--- src/rtl/matmul_c_result_collector_pkg.sv ---
// ---------------------------------------------------------------------------
// matmul_c_result_collector_pkg
//   Shared constants and the collector state type for the C-output sink of
//   the composed systolic matmul.
//   DWIDTH          : bits per matrix element
//   BB_MAT_MUL_SIZE : elements per row (lanes per stream word)
//   AWIDTH          : C scratchpad address width
//   state_t         : collector FSM states
// ---------------------------------------------------------------------------
package matmul_c_result_collector_pkg;

  localparam int DWIDTH          = 8;
  localparam int BB_MAT_MUL_SIZE = 8;
  localparam int AWIDTH          = 10;

  typedef enum logic [1:0] {
    IDLE    = 2'd0,
    COLLECT = 2'd1,
    DONE    = 2'd2
  } state_t;

endpackage

--- src/rtl/matmul_c_result_collector_fifo.sv ---
// ---------------------------------------------------------------------------
// matmul_c_fifo
//   Single-clock FIFO buffering one result stream ahead of the C write port.
//   A push and a pop in the same cycle are both honoured, also when full.
//   Ports:
//     clk, reset : clock, async active-high reset
//     flush_i    : empties the FIFO (wins over push/pop)
//     push_i     : write din_i (ignored when full unless popping too)
//     pop_i      : consume the head entry (ignored when empty)
//     din_i      : entry to write
//     dout_o     : head entry (valid while !empty_o)
//     full_o     : no free slot
//     empty_o    : no stored entry
// ---------------------------------------------------------------------------
module matmul_c_fifo #(
  parameter int WIDTH = 74,
  parameter int DEPTH = 8
) (
  input  logic             clk,
  input  logic             reset,
  input  logic             flush_i,
  input  logic             push_i,
  input  logic             pop_i,
  input  logic [WIDTH-1:0] din_i,
  output logic [WIDTH-1:0] dout_o,
  output logic             full_o,
  output logic             empty_o
);

  localparam int PW = $clog2(DEPTH);

  logic [WIDTH-1:0] mem_q [DEPTH];
  logic [PW-1:0]    wrPtr_q;
  logic [PW-1:0]    rdPtr_q;
  logic [PW:0]      count_q;
  logic             doPush;
  logic             doPop;

  // A pop frees the head slot in the same edge, so a full FIFO may still take
  // a push when it is also being popped.
  assign empty_o = (count_q == '0);
  assign full_o  = (count_q == (PW+1)'(DEPTH));
  assign doPop   = pop_i && !empty_o;
  assign doPush  = push_i && (!full_o || doPop);
  assign dout_o  = mem_q[rdPtr_q];

  // Pointers wrap naturally because DEPTH is a power of two.
  always_ff @(posedge clk or posedge reset) begin
    if (reset) begin
      wrPtr_q <= '0;
      rdPtr_q <= '0;
      count_q <= '0;
    end else if (flush_i) begin
      wrPtr_q <= '0;
      rdPtr_q <= '0;
      count_q <= '0;
    end else begin
      if (doPush) wrPtr_q <= wrPtr_q + 1'b1;
      if (doPop)  rdPtr_q <= rdPtr_q + 1'b1;
      case ({doPush, doPop})
        2'b10:   count_q <= count_q + 1'b1;
        2'b01:   count_q <= count_q - 1'b1;
        default: count_q <= count_q;
      endcase
    end
  end

  // Storage is not reset; the pointers alone decide what is valid.
  always_ff @(posedge clk) begin
    if (doPush && !flush_i) mem_q[wrPtr_q] <= din_i;
  end

endmodule

--- src/rtl/matmul_c_result_collector.sv ---
// ---------------------------------------------------------------------------
// matmul_c_result_collector
//   Collects the two per-tile-row result streams of the systolic matmul,
//   buffers each in a FIFO and merges them round-robin onto the single C
//   scratchpad write port. Counts row writes and reports done/error status.
//   Ports:
//     clk, reset         : clock, async active-high reset
//     start              : 1-cycle pulse, begin collecting a new matmul
//     s0_* / s1_*        : stream rows (data, address, valid; no backpressure)
//     c_wr_en/addr/data  : registered C RAM write port
//     done               : all NUM_WRITES writes issued (level)
//     busy               : collecting
//     overflow_err       : sticky, a row was dropped on a full FIFO
//     unexpected_err     : sticky, a row arrived while not collecting
// ---------------------------------------------------------------------------
module matmul_c_result_collector
  import matmul_c_result_collector_pkg::*;
#(
  parameter int FIFO_DEPTH = 8,
  parameter int NUM_WRITES = 16
) (
  input  logic                              clk,
  input  logic                              reset,
  input  logic                              start,
  input  logic [BB_MAT_MUL_SIZE*DWIDTH-1:0] s0_data,
  input  logic [AWIDTH-1:0]                 s0_addr,
  input  logic                              s0_available,
  input  logic [BB_MAT_MUL_SIZE*DWIDTH-1:0] s1_data,
  input  logic [AWIDTH-1:0]                 s1_addr,
  input  logic                              s1_available,
  output logic                              c_wr_en,
  output logic [AWIDTH-1:0]                 c_wr_addr,
  output logic [BB_MAT_MUL_SIZE*DWIDTH-1:0] c_wr_data,
  output logic                              done,
  output logic                              busy,
  output logic                              overflow_err,
  output logic                              unexpected_err
);

  localparam int DW = BB_MAT_MUL_SIZE * DWIDTH;
  localparam int EW = AWIDTH + DW;
  localparam int CW = $clog2(NUM_WRITES + 1);

  state_t          state_q, state_d;
  logic [CW-1:0]   count_q, count_d;
  logic            rr_q, rr_d;
  logic            ovf_q, ovf_d;
  logic            unx_q, unx_d;
  logic            wrEn_q;
  logic [AWIDTH-1:0] wrAddr_q;
  logic [DW-1:0]   wrData_q;

  logic            collecting;
  logic            push0, push1, pop0, pop1;
  logic            full0, full1, empty0, empty1;
  logic [EW-1:0]   dout0, dout1, popEntry;

  // The start cycle itself belongs to the old run: nothing is captured or
  // popped while the FIFOs are being flushed.
  assign collecting = (state_q == COLLECT) && !start;

  matmul_c_fifo #(.WIDTH(EW), .DEPTH(FIFO_DEPTH)) u_fifo0 (
    .clk(clk), .reset(reset), .flush_i(start),
    .push_i(push0), .pop_i(pop0), .din_i({s0_addr, s0_data}),
    .dout_o(dout0), .full_o(full0), .empty_o(empty0)
  );

  matmul_c_fifo #(.WIDTH(EW), .DEPTH(FIFO_DEPTH)) u_fifo1 (
    .clk(clk), .reset(reset), .flush_i(start),
    .push_i(push1), .pop_i(pop1), .din_i({s1_addr, s1_data}),
    .dout_o(dout1), .full_o(full1), .empty_o(empty1)
  );

  // Arbitration: a lone non-empty FIFO is always served; when both hold rows
  // the round-robin pointer picks and then flips to the other stream.
  always_comb begin
    pop0 = 1'b0;
    pop1 = 1'b0;
    rr_d = rr_q;
    if (collecting) begin
      if (!empty0 && !empty1) begin
        pop0 = !rr_q;
        pop1 = rr_q;
        rr_d = !rr_q;
      end else if (!empty0) begin
        pop0 = 1'b1;
      end else if (!empty1) begin
        pop1 = 1'b1;
      end
    end
    if (start) rr_d = 1'b0;
  end

  assign push0    = collecting && s0_available && (!full0 || pop0);
  assign push1    = collecting && s1_available && (!full1 || pop1);
  assign popEntry = pop1 ? dout1 : dout0;

  // Next-state, counter and sticky error flags. A stray row seen during the
  // start cycle is flagged after the restart clear, so it is not lost.
  always_comb begin
    state_d = state_q;
    count_d = count_q;
    ovf_d   = ovf_q;
    unx_d   = unx_q;
    if (start) begin
      state_d = COLLECT;
      count_d = '0;
      ovf_d   = 1'b0;
      unx_d   = 1'b0;
    end else if (pop0 || pop1) begin
      count_d = count_q + 1'b1;
      if (count_q == CW'(NUM_WRITES - 1)) state_d = DONE;
    end
    if (collecting && s0_available && full0 && !pop0) ovf_d = 1'b1;
    if (collecting && s1_available && full1 && !pop1) ovf_d = 1'b1;
    if (!collecting && (s0_available || s1_available)) unx_d = 1'b1;
  end

  // Control registers.
  always_ff @(posedge clk or posedge reset) begin
    if (reset) begin
      state_q <= IDLE;
      count_q <= '0;
      rr_q    <= 1'b0;
      ovf_q   <= 1'b0;
      unx_q   <= 1'b0;
    end else begin
      state_q <= state_d;
      count_q <= count_d;
      rr_q    <= rr_d;
      ovf_q   <= ovf_d;
      unx_q   <= unx_d;
    end
  end

  // Write port: strobe for one cycle per pop, address/data hold otherwise.
  always_ff @(posedge clk or posedge reset) begin
    if (reset) begin
      wrEn_q   <= 1'b0;
      wrAddr_q <= '0;
      wrData_q <= '0;
    end else begin
      wrEn_q <= pop0 || pop1;
      if (pop0 || pop1) {wrAddr_q, wrData_q} <= popEntry;
    end
  end

  assign c_wr_en        = wrEn_q;
  assign c_wr_addr      = wrAddr_q;
  assign c_wr_data      = wrData_q;
  assign done           = (state_q == DONE);
  assign busy           = (state_q == COLLECT);
  assign overflow_err   = ovf_q;
  assign unexpected_err = unx_q;

endmodule
--- config.mk ---
export PLATFORM = sky130hd
export DESIGN_NAME = matmul_c_result_collector
export DESIGN_NICKNAME = d
export VERILOG_FILES = /design/src/rtl/matmul_c_result_collector_pkg.sv /design/src/rtl/matmul_c_result_collector_fifo.sv /design/src/rtl/matmul_c_result_collector.sv
export SDC_FILE = /design/constraint.sdc
export NUM_CORES = 1
export LEC_CHECK = 0
export CELL_PAD_IN_SITES_DETAIL_PLACEMENT = 1
export CELL_PAD_IN_SITES_GLOBAL_PLACEMENT = 1
export CORE_MARGIN = 2
export CORE_UTILIZATION = 45
export CTS_BUF_LIST = sky130_fd_sc_hd__clkbuf_4 sky130_fd_sc_hd__clkbuf_8
export CTS_CLUSTER_DIAMETER = 40
export CTS_CLUSTER_SIZE = 12
export DETAILED_ROUTE_END_ITERATION = 10
export PLACE_DENSITY = 0.71
export SETUP_SLACK_MARGIN = 0.15
export SYNTH_ARGS = -nofsm -noshare
export SYNTH_HDL_FRONTEND = slang
export SYNTH_SLANG_ARGS = --single-unit
--- constraint.sdc ---
create_clock -name clk -period 24.9 [get_ports clk]
set_input_delay 4.98 -clock clk [delete_from_list [all_inputs] [get_ports clk]]
set_output_delay 4.98 -clock clk [all_outputs]
set_load 0.05 [all_outputs]
### After elaboration in Yosys (flattened, before gate mapping)

Memories as Yosys holds them, arrays and structs flattened.
Cells that the tools add are included.

* input bits: 153
* memory bits (writable): 1184
* output and inout port bits: 79
* memories: 2
* bits in registers: 105
* word-level logic and storage cells: 118

Memories
* u_fifo0.mem_q: depth 8, width 74, rd ports 1, clocked after memory_dff 0, write ports 1, RTL line matmul_c_result_collector_fifo.sv:32 `logic [WIDTH-1:0] mem_q [DEPTH];`
* u_fifo1.mem_q: depth 8, width 74, rd ports 1, clocked after memory_dff 0, write ports 1, RTL line matmul_c_result_collector_fifo.sv:32

* $add $sub $neg: 9
* multiplexer cells: 36
* equality and inequality tests: 9
* reductions and logical operators: 48

Operators by type and width (number)
* 74-bit two-way mux: 1
* 3-bit two-way mux: 8
* 1-bit two-way mux: 18
* 2-bit nonzero test: 9
* 1-bit logical AND: 17
* 4-bit one-hot mux with 2 select lines: 2
* 3-bit by 1-bit adder with 3-bit output, second input constant: 4
* 5-bit two-way mux: 2
* 1-bit zero test: 9
* 3-bit nonzero test: 3
* 4-bit by 1-bit adder with 4-bit output, second input constant: 2
* 4-bit equality test, second input constant: 2
* 4-bit zero test: 2
* 4-bit two-way mux: 2
* 4-bit by 1-bit subtractor with 4-bit output, second input constant: 2
* 2-bit by 1-bit equality test with 1-bit output, second input constant: 3
* 2-bit equality test, second input constant: 3
* 1-bit logical OR: 6
* 2-bit two-way mux: 3
* 5-bit by 1-bit adder with 5-bit output, second input constant: 1
* 5-bit by 4-bit equality test with 1-bit output, second input constant: 1
* 2-bit AND reduction: 2

### Logic depth before layout (Yosys ltp)

* word-level depth: 11
* mapped depth: 10
* depth with buffers taken out: 8

### By module

Synthesis repeated with hierarchy kept, for this count alone.

* cell total of the unflattened synthesis: 2379
* area, all modules: 50652.3 µm²

By module, submodules not included
* matmul_c_fifo (u_fifo1): instances 1, cells each 935, area each 22920.7 µm², sequential area each 18027.3 µm²
* matmul_c_fifo (u_fifo0): instances 1, cells each 935, area each 22917.0 µm², sequential area each 18027.3 µm²
* matmul_c_result_collector: instances 1, cells each 509, area each 4814.6 µm², sequential area each 2127.0 µm²

### Worst setup path before layout

No wires, ideal clock.

* path kind: input to register
* from: in start
* to: mem u_fifo1.mem_q[0][0] (enable)
* library setup time: 688 ps
* cell stages on the path: 3
* arrival: 12972 ps
* path slack: 11240 ps
* data required time: 24212 ps
* path buffers: 0
* path through: or3b_2 > or3_1 > nor4_1

* word-level cells in the longest chain between the ends: 9
* elaborated cells on any way between the ends: 12
* classes of those cells: 3 x mux; 9 x reduce/logical

RTL lines
* start, declared: RTL line matmul_c_result_collector.sv:24 `input logic start,`
* 1-bit zero test (*): RTL line matmul_c_result_collector_fifo.sv:70, matmul_c_result_collector.sv:60
* 1-bit logical AND: RTL line matmul_c_result_collector.sv:60 `assign collecting = (state_q == COLLECT) && !start;`
* 1-bit two-way mux: RTL line matmul_c_result_collector.sv:80 `if (collecting) begin`
* 1-bit logical OR or 1-bit logical AND (tied branches): RTL line matmul_c_result_collector.sv:95, matmul_c_result_collector_fifo.sv:43
* 1-bit logical AND or 1-bit logical OR (tied branches): RTL line matmul_c_result_collector.sv:95, matmul_c_result_collector_fifo.sv:44
* 1-bit logical AND: RTL line matmul_c_result_collector_fifo.sv:44 `assign doPush = push_i && (!full_o || doPop);`
* 1-bit logical AND (*): RTL line matmul_c_result_collector_fifo.sv:70 `if (doPush && !flush_i) mem_q[wrPtr_q] <= din_i;`
* 1-bit two-way mux (*): RTL line matmul_c_result_collector_fifo.sv:70
* 1-bit two-way mux (not written as such) (*): RTL line matmul_c_result_collector_fifo.sv:70
* end, declared: RTL line matmul_c_result_collector_fifo.sv:32

Mark *: on every way between the ends. The rest lies on a longest branch, timed or not.

### Worst setup path after layout

* from: in start
* to: mem u_fifo0.mem_q[2][28] (enable)

* word-level cells in the longest chain between the ends: 9
* elaborated cells on any way between the ends: 12
* classes of those cells: 3 x mux; 9 x reduce/logical

RTL lines (RTL line)
* 1-bit zero test (*): matmul_c_result_collector_fifo.sv:70, matmul_c_result_collector.sv:60
* 1-bit logical AND: matmul_c_result_collector.sv:60
* 1-bit two-way mux: matmul_c_result_collector.sv:80
* 1-bit logical OR or 1-bit logical AND (tied branches): matmul_c_result_collector.sv:94, matmul_c_result_collector_fifo.sv:43
* 1-bit logical AND or 1-bit logical OR (tied branches): matmul_c_result_collector.sv:94, matmul_c_result_collector_fifo.sv:44
* 1-bit logical AND: matmul_c_result_collector_fifo.sv:44
* 1-bit logical AND (*): matmul_c_result_collector_fifo.sv:70
* 1-bit two-way mux (*): matmul_c_result_collector_fifo.sv:70
* 1-bit two-way mux (not written as such) (*): matmul_c_result_collector_fifo.sv:70
* end, declared: matmul_c_result_collector_fifo.sv:32

Marked as above.

==> results.tsv <==
metric	value	unit
post_cts_buffers	0	
switching_share	30.3	%
multi_input_area	0.0104	mm2
synth.net_count	2410	
root_buffer	clkbuf_8	
drc	0	
end_kind	flip-flop	
slew_headroom	20.5	%
total_power	5.44	mW
grt_pass1_wl	177000	um
synth.avg_cell_area	21.8	um2
fin_tns_setup	0	ps
drtAntennaViolNets	0	
slew_viol_final	0	
dieArea	0.112	mm2
leakagePower	17.4	nW
p_comb_share	22.6	%
hold_violations	0	
dp_hpwl	73300	um
fillCellCount	9514	
num-nets-final	2721	
place.gp.congestion	0.790	
clkSinkCount	1289	
ys_types	56	
dieWidth	334	um
critPathLaunchType	input port	
yosys_warnings	0	
synthFlopType	edfxtp_1	
hold_path_depth	2	
p_sw	1.65	mW
worst_slew_pin_slew	1190	ps
netlist_area	0.0490	mm2
fin_worst_hold_slack	514	ps
p_seq_share	47.9	%
dpl_cell_area	0.0531	mm2
htreeDepth	4	
slowest_delay	790	ps
critical_path_class	input port to flip-flop	
required	25320	ps
holdPathEnd	c_wr_data[9]	
clk_pin_slew	70	ps
timing.fmax	118	MHz
cts_hold_buffers	0	
worstPathArrival	8870	ps
syn-instance-count	2247	
r2r_end	c_wr_data[37]	
io_pins	232	
min_period	8450	ps
grt_pass1_vias	25300	
totalWireLength	120000	um
grt_max_degree	69	
drtPass1Iterations	5	
drive_above_1_share	24.1	%
cts_made_buffers	153	
finalCritPeriodShare	33.9	%
grt_overflow	0	
rr_worst_depth	7	
synth-edff-count	1184	
port_buffers	231	
yosysSeqAreaShare	77.9	%
setup_viol	0	
synthTopCellsByArea	edfxtp_1, mux4_2, dfrtp_1, mux2i_1, o21ai_0	
wl_per_cell	29.2	um
crit_chain	clkdlybuf4s50_1 > buf_4 > or3b_2 > a311oi_2 > nand2b_1 > nor2_4 > buf_4	
ys_ff_latch	1289	
die_h	334	um
rows	121	
synth_most_common_cell	edfxtp_1	
synth_top_area_share	72.5	%
yosys-top-cells-count	edfxtp_1, mux4_2, mux2i_1	
critical_path_peak_fanout	50	
clock_skew	32.7	ps
vias	23600	
min_path_type	flip-flop to flip-flop	
synth_area_leader_cell	edfxtp_1	
cts_resized	0	
cts_buffer_depth	3	
avgViaCountPerCell	5.75	
clkPwrFrac	29.5	%
worstReg2RegStart	u_fifo1.rdPtr_q[0]	
clk_latency	820	ps
async_flop_share	8.15	%
core	0.108	mm2
cap_violations	0	
cp_slowest_cell	nor2_4	
p_int	3.79	mW
start_util	45.2	%
rrSetupSlack	20710	ps
vdd_ir_drop_max	0.0559	mV
min_from	c_wr_data[9]	
crit_top_cell	buf_4	
antenna_found_initial	26	
grt_use_total	21.7	%
seqCellArea	0.0382	mm2
cts_tree	yes	
status	complete, no violations	
fin_area	0.0565	mm2
p_per_area	96.2	mW/mm2
drt_iter0_markers	2286	
rsz0062_at_grt	false	
syn_to_final_growth	15.2	%
metrics by stage:
step | util [%] | setup WS (ps) | std cells
2_1_floorplan | - | 11240 | 2247
3_3_place_gp | 49.0 | 15770 | 3817
6_report | 52.1 | 16450 | 4106
5_1_grt | 52.1 | 16290 | 4098
4_1_cts | 52.1 | 16510 | 4093
3_5_place_dp | 49.0 | 15640 | 3817
how the worst max path moves through the flow:
| stage | slack [ps] | from | endpoint |
|---|---|---|---|
| floorplan | 11240 | start | u_fifo1.mem_q[0][0] |
| global placement | 15770 | start | u_fifo0.mem_q[2][23] |
| detailed placement | 15640 | start | u_fifo0.mem_q[2][13] |
| CTS | 16510 | start | u_fifo0.mem_q[2][14] |
| global route | 16290 | start | u_fifo0.mem_q[2][23] |
| finish | 16450 | start | u_fifo0.mem_q[2][28] |
layer usage:
layer  up-vias  track usage, %  part of all wire [%]
met4        18            5.89                   2.0
met3       176            4.49                   6.6
met5         -               0                 0.086
met1     12700            30.2                    41
li1       9911               -                     -
met2       786            35.3                    50
state kept, by name, summed over array words and instances, names as in the netlist, 2 cells and up:
register / cells
u_fifo0.wrPtr_q: 3
state_q: 2
u_fifo1.rdPtr_q: 3
u_fifo1.mem_q: 592
c_wr_addr: 10
u_fifo0.count_q: 4
u_fifo1.wrPtr_q: 3
u_fifo0.mem_q: 592
count_q: 5
u_fifo1.count_q: 4
c_wr_data: 64
u_fifo0.rdPtr_q: 3
critical path, delay by kind of cell:
family                 cells  cell delay, ps
AND/OR/NAND/NOR            3            1810
AO/OA/AOI/OAI              1             520
buffers and inverters      3            1390
cell type report:
type | instances | share of cell area (%)
sequential | 1289 | 67.6
multi-input combinational | 826 | 18.4
timing repair buffer | 277 | 4.70
clock buffer | 197 | 4.46
tap | 1414 | 3.13
clock inverter | 79 | 1.50
inverter | 11 | 0.0775
antenna | 13 | 0.0576
cells by family (layout without fill, tap and decap cells):
| logic type | after synthesis | count (layout) | synth area share (%) |
|---|---|---|---|
| flops | 1289 | 1289 | 77.9 |
| simple gates | 163 | 163 | 1.53 |
| fa+ha+maj | 10 | 10 | 0.255 |
| buf+inv | 132 | 564 | 1.15 |
| mux | 452 | 452 | 16.8 |
| other cells | 0 | 13 | 0 |
| compound gates | 186 | 186 | 2.14 |
| xor+xnor | 15 | 15 | 0.268 |
power groups by stage:
stage	Sequential, mW	Combinational, mW	Clock [mW]
3_3_place_gp	2.65	1.21	0
2_1_floorplan	2.78	0.657	0
6_report	2.60	1.23	1.60
5_1_grt	2.62	1.32	1.72
3_5_place_dp	2.66	1.24	0
4_1_cts	2.61	1.25	1.64
cells in the final DEF (no fill, tap or decap), drive strengths merged, types with 2 or more instances in the layout:
master,instances
or4b,2
diode,13
dfrtp,105
nor2b,3
inv,23
nand2b,9
nor2,106
edfxtp,1184
clkdlybuf4s50,231
clkbuf,197
mux4,296
o21ai,86
nand2,15
mux2,4
a21o,2
clkinvlp,18
or4,2
ha,10
xor2,10
mux2i,152
bufinv,14
nand4,3
buf,46
o211ai,2
clkinv,35
nand3,5
nor3,8
nor4,4
a31oi,2
xnor2,5
a21oi,79
Note: power is estimated with default switching activity, not from simulation.
